--- src/rtl/ball_physics_engine.sv ---
`default_nettype none
// ============================================================================
// Module   : ball_physics_engine
// Brief    : Multi-ball fixed-point integrator with saturating velocity,
//            restitution on wall bounce and a sequential per-tick sweep.
// Revision : 1.0
// ============================================================================
module ball_physics_engine #(
    parameter int SCREEN_WIDTH  = 400,
    parameter int SCREEN_HEIGHT = 600,
    parameter int BALL_RADIUS   = 20,
    parameter int N_BALLS       = 4,
    parameter int FRAC_BITS     = 4,
    parameter int VEL_MAX       = 128,
    parameter int REST_SHIFT    = 2,
    parameter int TICK_DIV      = 2**20,
    parameter int X_OUT_W       = 9,
    parameter int Y_OUT_W       = 10
) (
    input  logic                         clk,
    input  logic                         rst,
    input  logic                         i_reset_position,
    input  logic                         i_pause,
    input  logic [8*N_BALLS-1:0]         i_accel_x,
    input  logic [8*N_BALLS-1:0]         i_accel_y,
    output logic [X_OUT_W*N_BALLS-1:0]   o_ball_x,
    output logic [Y_OUT_W*N_BALLS-1:0]   o_ball_y,
    output logic [N_BALLS-1:0]           o_bounce_x,
    output logic [N_BALLS-1:0]           o_bounce_y,
    output logic                         o_busy,
    output logic                         o_frame_done
);

    localparam int c_PW  = 11 + FRAC_BITS;
    localparam int c_PW1 = c_PW + 1;
    localparam int c_IW  = (N_BALLS > 1) ? $clog2(N_BALLS) : 1;
    localparam int c_TW  = (TICK_DIV > 2) ? $clog2(TICK_DIV) : 1;

    localparam logic [c_TW-1:0]         c_TMAX     = c_TW'(TICK_DIV - 1);
    localparam logic [c_IW-1:0]         c_LAST_IDX = c_IW'(N_BALLS - 1);
    localparam logic signed [12:0]      c_VPOS     = 13'(VEL_MAX);
    localparam logic signed [12:0]      c_VNEG     = -13'(VEL_MAX);
    localparam logic signed [c_PW:0]    c_LO       = c_PW1'(BALL_RADIUS << FRAC_BITS);
    localparam logic signed [c_PW:0]    c_HI_X     = c_PW1'((SCREEN_WIDTH - BALL_RADIUS) << FRAC_BITS);
    localparam logic signed [c_PW:0]    c_HI_Y     = c_PW1'((SCREEN_HEIGHT - BALL_RADIUS) << FRAC_BITS);
    localparam logic signed [c_PW-1:0]  c_START_Y  = c_PW'((SCREEN_HEIGHT / 2) << FRAC_BITS);

    typedef enum logic [1:0] {
        S_IDLE   = 2'd0,
        S_UPDATE = 2'd1,
        S_DONE   = 2'd2
    } state_t;

    typedef struct packed {
        logic [c_PW-1:0] p;
        logic [11:0]     v;
        logic            hit;
    } axis_t;

    function automatic logic signed [c_PW-1:0] start_x(input int i);
        return c_PW'((SCREEN_WIDTH * (i + 1) / (N_BALLS + 1)) << FRAC_BITS);
    endfunction

    // One axis of one ball: saturate velocity, then integrate with the new velocity.
    function automatic axis_t axis_step(
        input logic signed [c_PW-1:0] p,
        input logic signed [11:0]     v,
        input logic signed [7:0]      a,
        input logic signed [c_PW:0]   hi
    );
        logic signed [12:0]   v_sum;
        logic signed [11:0]   v1;
        logic signed [11:0]   v_neg;
        logic signed [c_PW:0] p1;
        axis_t                r;
        v_sum = $signed({v[11], v}) + $signed({{5{a[7]}}, a});
        if (v_sum > c_VPOS)      v1 = c_VPOS[11:0];
        else if (v_sum < c_VNEG) v1 = c_VNEG[11:0];
        else                     v1 = v_sum[11:0];
        p1    = $signed({p[c_PW-1], p}) + $signed({{(c_PW - 11){v1[11]}}, v1});
        v_neg = -v1;
        r.p   = p1[c_PW-1:0];
        r.v   = v1;
        r.hit = 1'b0;
        if (p1 < c_LO && v1[11]) begin
            r.p   = c_LO[c_PW-1:0];
            r.v   = v_neg >>> REST_SHIFT;
            r.hit = 1'b1;
        end else if (p1 > hi && !v1[11] && v1 != 12'sd0) begin
            r.p   = hi[c_PW-1:0];
            r.v   = -(v1 >>> REST_SHIFT);
            r.hit = 1'b1;
        end
        return r;
    endfunction

    state_t                  r_state, w_state_nxt;
    logic [c_IW-1:0]         r_idx, w_idx_nxt;
    logic [c_TW-1:0]         r_timer;
    logic                    r_busy;
    logic                    r_frame_done;
    logic [N_BALLS-1:0]      r_bounce_x, r_bounce_y;
    logic signed [c_PW-1:0]  r_px [N_BALLS];
    logic signed [c_PW-1:0]  r_py [N_BALLS];
    logic signed [11:0]      r_vx [N_BALLS];
    logic signed [11:0]      r_vy [N_BALLS];
    logic                    w_tick;
    axis_t                   w_ax, w_ay;

    assign w_tick = (r_timer == c_TMAX) && !i_pause;
    assign w_ax   = axis_step(r_px[r_idx], r_vx[r_idx], i_accel_x[{r_idx, 3'b000} +: 8], c_HI_X);
    assign w_ay   = axis_step(r_py[r_idx], r_vy[r_idx], i_accel_y[{r_idx, 3'b000} +: 8], c_HI_Y);

    always_comb begin
        w_state_nxt = r_state;
        w_idx_nxt   = r_idx;
        case (r_state)
            S_IDLE: begin
                if (w_tick) begin
                    w_state_nxt = S_UPDATE;
                    w_idx_nxt   = '0;
                end
            end
            S_UPDATE: begin
                if (r_idx == c_LAST_IDX) w_state_nxt = S_DONE;
                else                     w_idx_nxt   = r_idx + c_IW'(1);
            end
            S_DONE:  w_state_nxt = S_IDLE;
            default: w_state_nxt = S_IDLE;
        endcase
        // A position reset aborts any sweep in flight.
        if (i_reset_position) begin
            w_state_nxt = S_IDLE;
            w_idx_nxt   = '0;
        end
    end

    always_ff @(posedge clk) begin
        if (rst) begin
            r_state <= S_IDLE;
            r_idx   <= '0;
            r_busy  <= 1'b0;
        end else begin
            r_state <= w_state_nxt;
            r_idx   <= w_idx_nxt;
            r_busy  <= (w_state_nxt == S_UPDATE);
        end
    end

    always_ff @(posedge clk) begin
        if (rst) begin
            r_timer      <= '0;
            r_frame_done <= 1'b0;
            r_bounce_x   <= '0;
            r_bounce_y   <= '0;
            for (int i = 0; i < N_BALLS; i++) begin
                r_px[i] <= start_x(i);
                r_py[i] <= c_START_Y;
                r_vx[i] <= '0;
                r_vy[i] <= '0;
            end
        end else begin
            if (!i_pause) r_timer <= (r_timer == c_TMAX) ? '0 : r_timer + c_TW'(1);
            r_frame_done <= 1'b0;
            r_bounce_x   <= '0;
            r_bounce_y   <= '0;
            if (i_reset_position) begin
                for (int i = 0; i < N_BALLS; i++) begin
                    r_px[i] <= start_x(i);
                    r_py[i] <= c_START_Y;
                    r_vx[i] <= '0;
                    r_vy[i] <= '0;
                end
            end else if (r_state == S_UPDATE) begin
                r_px[r_idx]       <= w_ax.p;
                r_vx[r_idx]       <= w_ax.v;
                r_py[r_idx]       <= w_ay.p;
                r_vy[r_idx]       <= w_ay.v;
                r_bounce_x[r_idx] <= w_ax.hit;
                r_bounce_y[r_idx] <= w_ay.hit;
                r_frame_done      <= (r_idx == c_LAST_IDX);
            end
        end
    end

    generate
        for (genvar i = 0; i < N_BALLS; i++) begin : g_out
            assign o_ball_x[X_OUT_W*i +: X_OUT_W] = r_px[i][FRAC_BITS +: X_OUT_W];
            assign o_ball_y[Y_OUT_W*i +: Y_OUT_W] = r_py[i][FRAC_BITS +: Y_OUT_W];
        end
    endgenerate

    assign o_bounce_x   = r_bounce_x;
    assign o_bounce_y   = r_bounce_y;
    assign o_busy       = r_busy;
    assign o_frame_done = r_frame_done;

endmodule
`default_nettype wire
--- config.mk ---
export PLATFORM = sky130hd
export DESIGN_NAME = ball_physics_engine
export DESIGN_NICKNAME = d
export VERILOG_FILES = /design/src/rtl/ball_physics_engine.sv
export SDC_FILE = /design/constraint.sdc
export NUM_CORES = 1
export LEC_CHECK = 0
export BUFFER_PORTS_ARGS = -buffer_cell sky130_fd_sc_hd__buf_4
export CORE_ASPECT_RATIO = 1.25
export CORE_MARGIN = 4
export CORE_UTILIZATION = 25
export CTS_BUF_LIST = sky130_fd_sc_hd__clkbuf_8
export CTS_CLUSTER_DIAMETER = 30
export CTS_CLUSTER_SIZE = 24
export DETAILED_ROUTE_END_ITERATION = 6
export SYNTH_ARGS = -nofsm -noshare
export SYNTH_HDL_FRONTEND = slang
export SYNTH_SLANG_ARGS = --single-unit
--- constraint.sdc ---
create_clock -name clk -period 16.8 [get_ports clk]
set_input_delay 0.84 -clock clk [delete_from_list [all_inputs] [get_ports clk]]
set_output_delay 0.84 -clock clk [all_outputs]
set_load 0.02 [all_outputs]
==> impl_metrics.toml, run 1 <==
[min_path]
hp-class = "primary input to register"
holdPathEnd = "r_state[0]$_SDFF_PP0_"
hp-start = "i_reset_position"
worstHoldPathCells = 2

[die]
dieWidth_um = 230
row_count = 101
die_h_um = 286
core_sq_mm = 0.0609
start_util = 0.253
die_area_sq_mm = 0.0657
num_io_pins = 154

[clocking]
cts_tree = "yes"
post_cts_buffers = 0
numCtsBuffers = 46
htreeDepth = 2
clock-sinks = 252
cts_root_buffer = "clkbuf_8"
clk_latency_ns = 0.59
cts_resized = 0
clock_path_buffers = 3
cts_hold_buf = 0
clk_pin_slew_ns = 0.07

[global_routing]
met3_usage = 0.0219
antenna_found_initial = 2
met2_usage = 0.249
met1_usage = 0.173
grtUsageTotal = 0.139
grt_max_degree = 43
overflow = 0
grt_pass1_wl_um = 70800
gr-max-usage-layer = "met2"
grt_pass1_vias = 11700

[pwr]
power_w = 0.00172
p_per_area_mw_per_mm2 = 95.7
p_leak_nw = 6.57
ir_worst_vdd_v = 0.0000570

[drt]
via_per_inst = 4.94
vias = 11600
drt-total-wl_um = 47200
drt_iter0_drc = 868
dr.pass1.iters = 5
final_antenna_net_count = 0
remaining_drc_errors = 0
routedWlPerCell_um = 20.2

[setup_path]
critical_path_class = "register to register"
cp_slowest_cell = "buf_4"
crit_buf_inv = 4
r2r_setup_slack_ns = 7.46
cp-end-kind = "register"
reg2reg_depth = 32
startpoint_type = "register"
r2r_end = "r_vx[3][3]$_SDFFCE_PN0P_"
crit_arrival_ns = 9.73
critPathMaxFanout = 36
required_ns = 17.19
cpPeakStageDelay_ns = 0.73
cp_top_family = "compound AO/OA/AOI/OAI gates"

[timing]
finalClockSkew_ns = 0.0566
timing.hold.ws_ns = 0.467
period_share = 0.556
rsz0062_at_grt = "false"
tns_ns = 0
setup_viol = 0
hold_viol_final = 0
tightest_slew_ns = 1.28
fmax_mhz = 107
finalMaxSlewViolations = 0
finalCriticalPeriod_ns = 9.34
relSlewSlack = 0.143

[placed_design]
hpwl_um = 33800
place.gp.congestion = 0.896
io_buffer_count = 153

[synthesis]
synth.most_common_cell = "edfxtp_1"
syn-num-nets = 1526
synth-seq-cells = 252
synth.avg_cell_area_sq_um = 11.1
synthTopCellsByArea = "edfxtp_1 (42%), mux4_2 (10%), ha_1 (5.0%), nor2_1 (4.9%), dfxtp_1 (4.7%)"
ys_seq_area_frac = 0.468
synthTopCellsByCount = "edfxtp_1 (216), nor2_1 (202), nand2_1 (89), buf_4 (77), mux4_2 (70)"
synthCells = 1393
synth_edf_count = 216
async_flop_share = 0
synth_top_area_cell = "edfxtp_1"
synth_ff_type = "edfxtp_1"
yosysTopAreaCellShare = 0.421
syn-cell-area_sq_mm = 0.0154
ys_warn_count = 0
ys_types = 94

[cells_and_area]
area_delta_synth_final_pct = 16.3
drive_gt1_frac = 0.248
post-route-util = 0.294
final_net_count = 1610

[job]
max_cap_viol_count = 0

[run_status]
status = "completed"
==> layout make-up <==
cell class                 count  area [sq um]
multi-input combinational    953          7190
inverter                      56           210
clock buffer                  47           647
fill                        6341         43000
antenna                        1          2.50
tap                          824          1030
timing repair buffer         168          1260
clock inverter                39           370
sequential                   252          7210
==> metal layers <==
layer,vias up,part of all wire
li1,5321,-
met1,5717,0.41
met2,449,0.51
met3,70,0.062
met4,2,0.020
met5,-,0.00019
==> worst register-to-register path, delay by kind of cell (launching register included) <==
kind                     cells  cell delay [ns]
adder cells (fa/ha/maj)      3             0.87
AND/OR/NAND/NOR              9             1.53
AO/OA/AOI/OAI               13             3.34
XOR/XNOR                     1             0.56
buffers and inverters        4             1.21
multiplexers                 2             1.04
flip-flops                   1             0.61
==> worst max-delay path by stage <==
stage / startpoint / end / slack, ns / cells past startpoint
after floorplan: register / r_vx[3][1]$_SDFFCE_PN0P_ / 8.72 / 33
after global placement: register / r_vx[3][3]$_SDFFCE_PN0P_ / 7.76 / 32
after detailed placement: register / r_vx[3][3]$_SDFFCE_PN0P_ / 7.57 / 32
after CTS: register / r_vx[3][3]$_SDFFCE_PN0P_ / 7.44 / 32
after global routing: register / r_vx[1][3]$_SDFFCE_PN0P_ / 6.62 / 32
final: register / r_vx[3][3]$_SDFFCE_PN0P_ / 7.46 / 32
==> flip-flops by register name (all words and copies together) (netlist names), named ones only <==
| signal | flops |
|---|---|
| r_py | 60 |
| r_vy | 48 |
| o_bounce_y | 4 |
| r_timer | 20 |
| r_state | 2 |
| r_px | 60 |
| r_vx | 48 |
| o_busy | 1 |
| o_bounce_x | 4 |
| r_idx | 2 |
| o_frame_done | 1 |
==> placed cells by master, fill, tap and decap left out, drive strengths merged, types with 5 or more instances in the layout <==
master / instances
a211oi: 22
a21o: 13
a21oi: 64
a311oi: 6
a31oi: 15
a41oi: 5
and2: 18
and3: 14
buf: 168
clkbuf: 47
clkinv: 14
clkinvlp: 9
dfxtp: 36
edfxtp: 216
ha: 61
inv: 69
mux2: 8
mux4: 70
nand2: 89
nand2b: 17
nand3: 41
nand3b: 5
nand4: 5
nor2: 202
nor2b: 15
nor3: 65
nor4: 6
nor4b: 5
o21a: 10
o21ai: 43
o221a: 6
or2: 13
or3: 14
xnor2: 25
xor2: 22
==> kinds of logic (layout without fill, tap and decap cells) <==
kind of cell | Yosys count | in the layout | synth area share
mux | 81 | 81 | 0.111
compound gates | 237 | 237 | 0.109
fa+ha+maj | 65 | 65 | 0.0547
xor+xnor | 47 | 47 | 0.0267
other cells | 0 | 1 | 0
simple gates | 523 | 523 | 0.164
buf+inv | 188 | 310 | 0.0671
flops | 252 | 252 | 0.468
==> report_power, final <==
part / internal [W] / leakage, nW / switching, W
Sequential: 0.000703 / 2.59 / 0.0000117
Combinational: 0.000122 / 3.49 / 0.000247
Clock: 0.000330 / 0.493 / 0.000302
Total: 0.00115 / 6.57 / 0.000561
==> metrics by stage <==
| step | setup slack [ns] | cell area, sq um | instances |
|---|---|---|---|
| after CTS | 7.44 | 17900 | 2339 |
| final | 7.46 | 17900 | 2340 |
| after floorplan | 8.72 | 15400 | 1393 |
| after global placement | 7.76 | 16900 | 2253 |
| after global routing | 6.62 | 17900 | 2340 |
| after detailed placement | 7.57 | 16900 | 2253 |
Note: power is estimated with default switching activity, not from simulation.
==> run 2, diff against run 1 <==
==> constraint.sdc (replaced) <==
create_clock -name clk -period 9.2 [get_ports clk]
set_input_delay 0.46 -clock clk [delete_from_list [all_inputs] [get_ports clk]]
set_output_delay 0.46 -clock clk [all_outputs]
set_load 0.02 [all_outputs]
==> impl_metrics.toml, run 2 (synthesis gave the netlist of run 1 again) <==
[setup_path]
crit_arrival_ns = 8.93
critPathMaxFanout = 35
r2r_setup_slack_ns = 0.61
critical_path_class = "register to register"
startpoint_type = "register"
cp_slowest_cell = "mux4_2"
cp-end-kind = "register"
cpPeakStageDelay_ns = 0.56
required_ns = 9.54

[drt]
drt-total-wl_um = 48200
vias = 11700
via_per_inst = 4.93
final_antenna_net_count = 0
dr.pass1.iters = 5
remaining_drc_errors = 0
drt_iter0_drc = 691
routedWlPerCell_um = 20.4

[die]
dieWidth_um = 230
row_count = 101
num_io_pins = 154
core_sq_mm = 0.0609
start_util = 0.253
die_area_sq_mm = 0.0657
die_h_um = 286

[timing]
fmax_mhz = 116
finalClockSkew_ns = 0.0380
period_share = 0.933
tightest_slew_ns = 1.17
finalCriticalPeriod_ns = 8.59
finalMaxSlewViolations = 0
relSlewSlack = 0.209
tns_ns = 0
hold_viol_final = 0
rsz0062_at_grt = "false"
setup_viol = 0

[cells_and_area]
final_common_cell = "edfxtp_1"
area_delta_synth_final_pct = 18.2
final_net_count = 1629
top_regs = "r_px x60, r_py x60"
final_cell_mix = "edfxtp_1 (216), nor2_1 (202), buf_4 (179)"
drive_gt1_frac = 0.260
design_area_sq_mm = 0.0182

[clocking]
cts_tree = "yes"
clock_path_buffers = 3
cts_root_buffer = "clkbuf_8"
clk_pin_slew_ns = 0.06
post_cts_buffers = 0
clock-sinks = 252
clk_latency_ns = 0.63
numCtsBuffers = 52
htreeDepth = 2

[job]
max_cap_viol_count = 0

[min_path]
hp-class = "primary input to register"

[placed_design]
hpwl_um = 34600
io_buffer_count = 153
place.gp.congestion = 0.900
placed_area_sq_mm = 0.0170

[global_routing]
antenna_found_initial = 2
grtUsageTotal = 0.142
grt_pass1_wl_um = 72100
overflow = 0
grt_max_degree = 43
grt_pass1_vias = 12200

[pwr]
power_w = 0.00330
p_leak_nw = 6.76
ir_worst_vdd_v = 0.000115
p_per_area_mw_per_mm2 = 181

[run_status]
status = "completed"
## run 2: changes by cell type in the layout (fill, tap and decap cells not counted), moves of 2 or more
| cell | change |
|---|---|
| buf_4 | +11 |
| bufinv_16 | +3 |
| clkbuf_8 | +8 |
| clkinv_1 | -3 |
| clkinv_2 | +9 |
| clkinvlp_4 | -4 |
| inv_1 | +4 |
| inv_6 | -2 |
| inv_8 | -4 |
## run 2: final cells by class
class                      instances  area, sq um
tap                              824         1030
inverter                          56          210
fill                            6319        42700
clock inverter                    42          417
sequential                       252         7220
timing repair buffer             181         1370
clock buffer                      55          757
multi-input combinational        953         7200
antenna                            1         2.50
## run 2: layer usage
layer | share of wire | track usage | vias up
met2 | 0.51 | 0.256 | 377
li1 | - | - | 5361
met5 | 0.00027 | 0 | -
met3 | 0.061 | 0.0312 | 80
met4 | 0.027 | 0.0463 | 2
met1 | 0.40 | 0.168 | 5833
## run 2: power by group
| group | switching [W] | total (W) | leakage (nW) | internal (W) |
|---|---|---|---|---|
| clock | 0.000561 | 0.00131 | 0.611 | 0.000748 |
| combinational | 0.000457 | 0.000690 | 3.57 | 0.000233 |
| sequential | 0.0000199 | 0.00130 | 2.59 | 0.00129 |
## run 2: worst max-delay path, delay by kind of cell, from the launching register on
| family | cells | cell delay (ns) |
|---|---|---|
| AO/OA/AOI/OAI | 14 | 3.29 |
| adder cells (fa/ha/maj) | 3 | 0.93 |
| buffers and inverters | 2 | 0.38 |
| flip-flops | 1 | 0.52 |
| multiplexers | 3 | 1.35 |
| AND/OR/NAND/NOR | 8 | 1.76 |
## run 2: per-stage QoR
stage	setup slack (ns)	hold slack, ns	util	instances
6_report	0.614	0.106	0.299	2364
5_1_grt	0.0733	0.0790	0.299	2364
4_1_cts	0.354	0.0580	0.299	2363
3_5_place_dp	0.386	0.476	0.279	2265
3_3_place_gp	0.551	0.470	0.279	2265
2_1_floorplan	1.12	0.459	-	1393
## run 2: final timing paths
check / start / end / cells past startpoint
setup / recovery: register / r_vx[1][1]$_SDFFCE_PN0P_ / 30
hold / removal: rst / r_timer[12]$_SDFFE_PP0N_ / 2
hold reg to reg: r_timer[12]$_SDFFE_PP0N_ / r_timer[12]$_SDFFE_PP0N_ / 2
setup reg to reg: register / r_vx[1][1]$_SDFFCE_PN0P_ / 30
## run 2: repair_timing
| item | 4_1_cts | 5_1_grt |
|---|---|---|
| setup endpoints to repair | 0 | 74 |
| hold buffers | 1 | 0 |
| endpoints found under the hold margin | 1 | 0 |
| resized for setup | 0 | 4 |
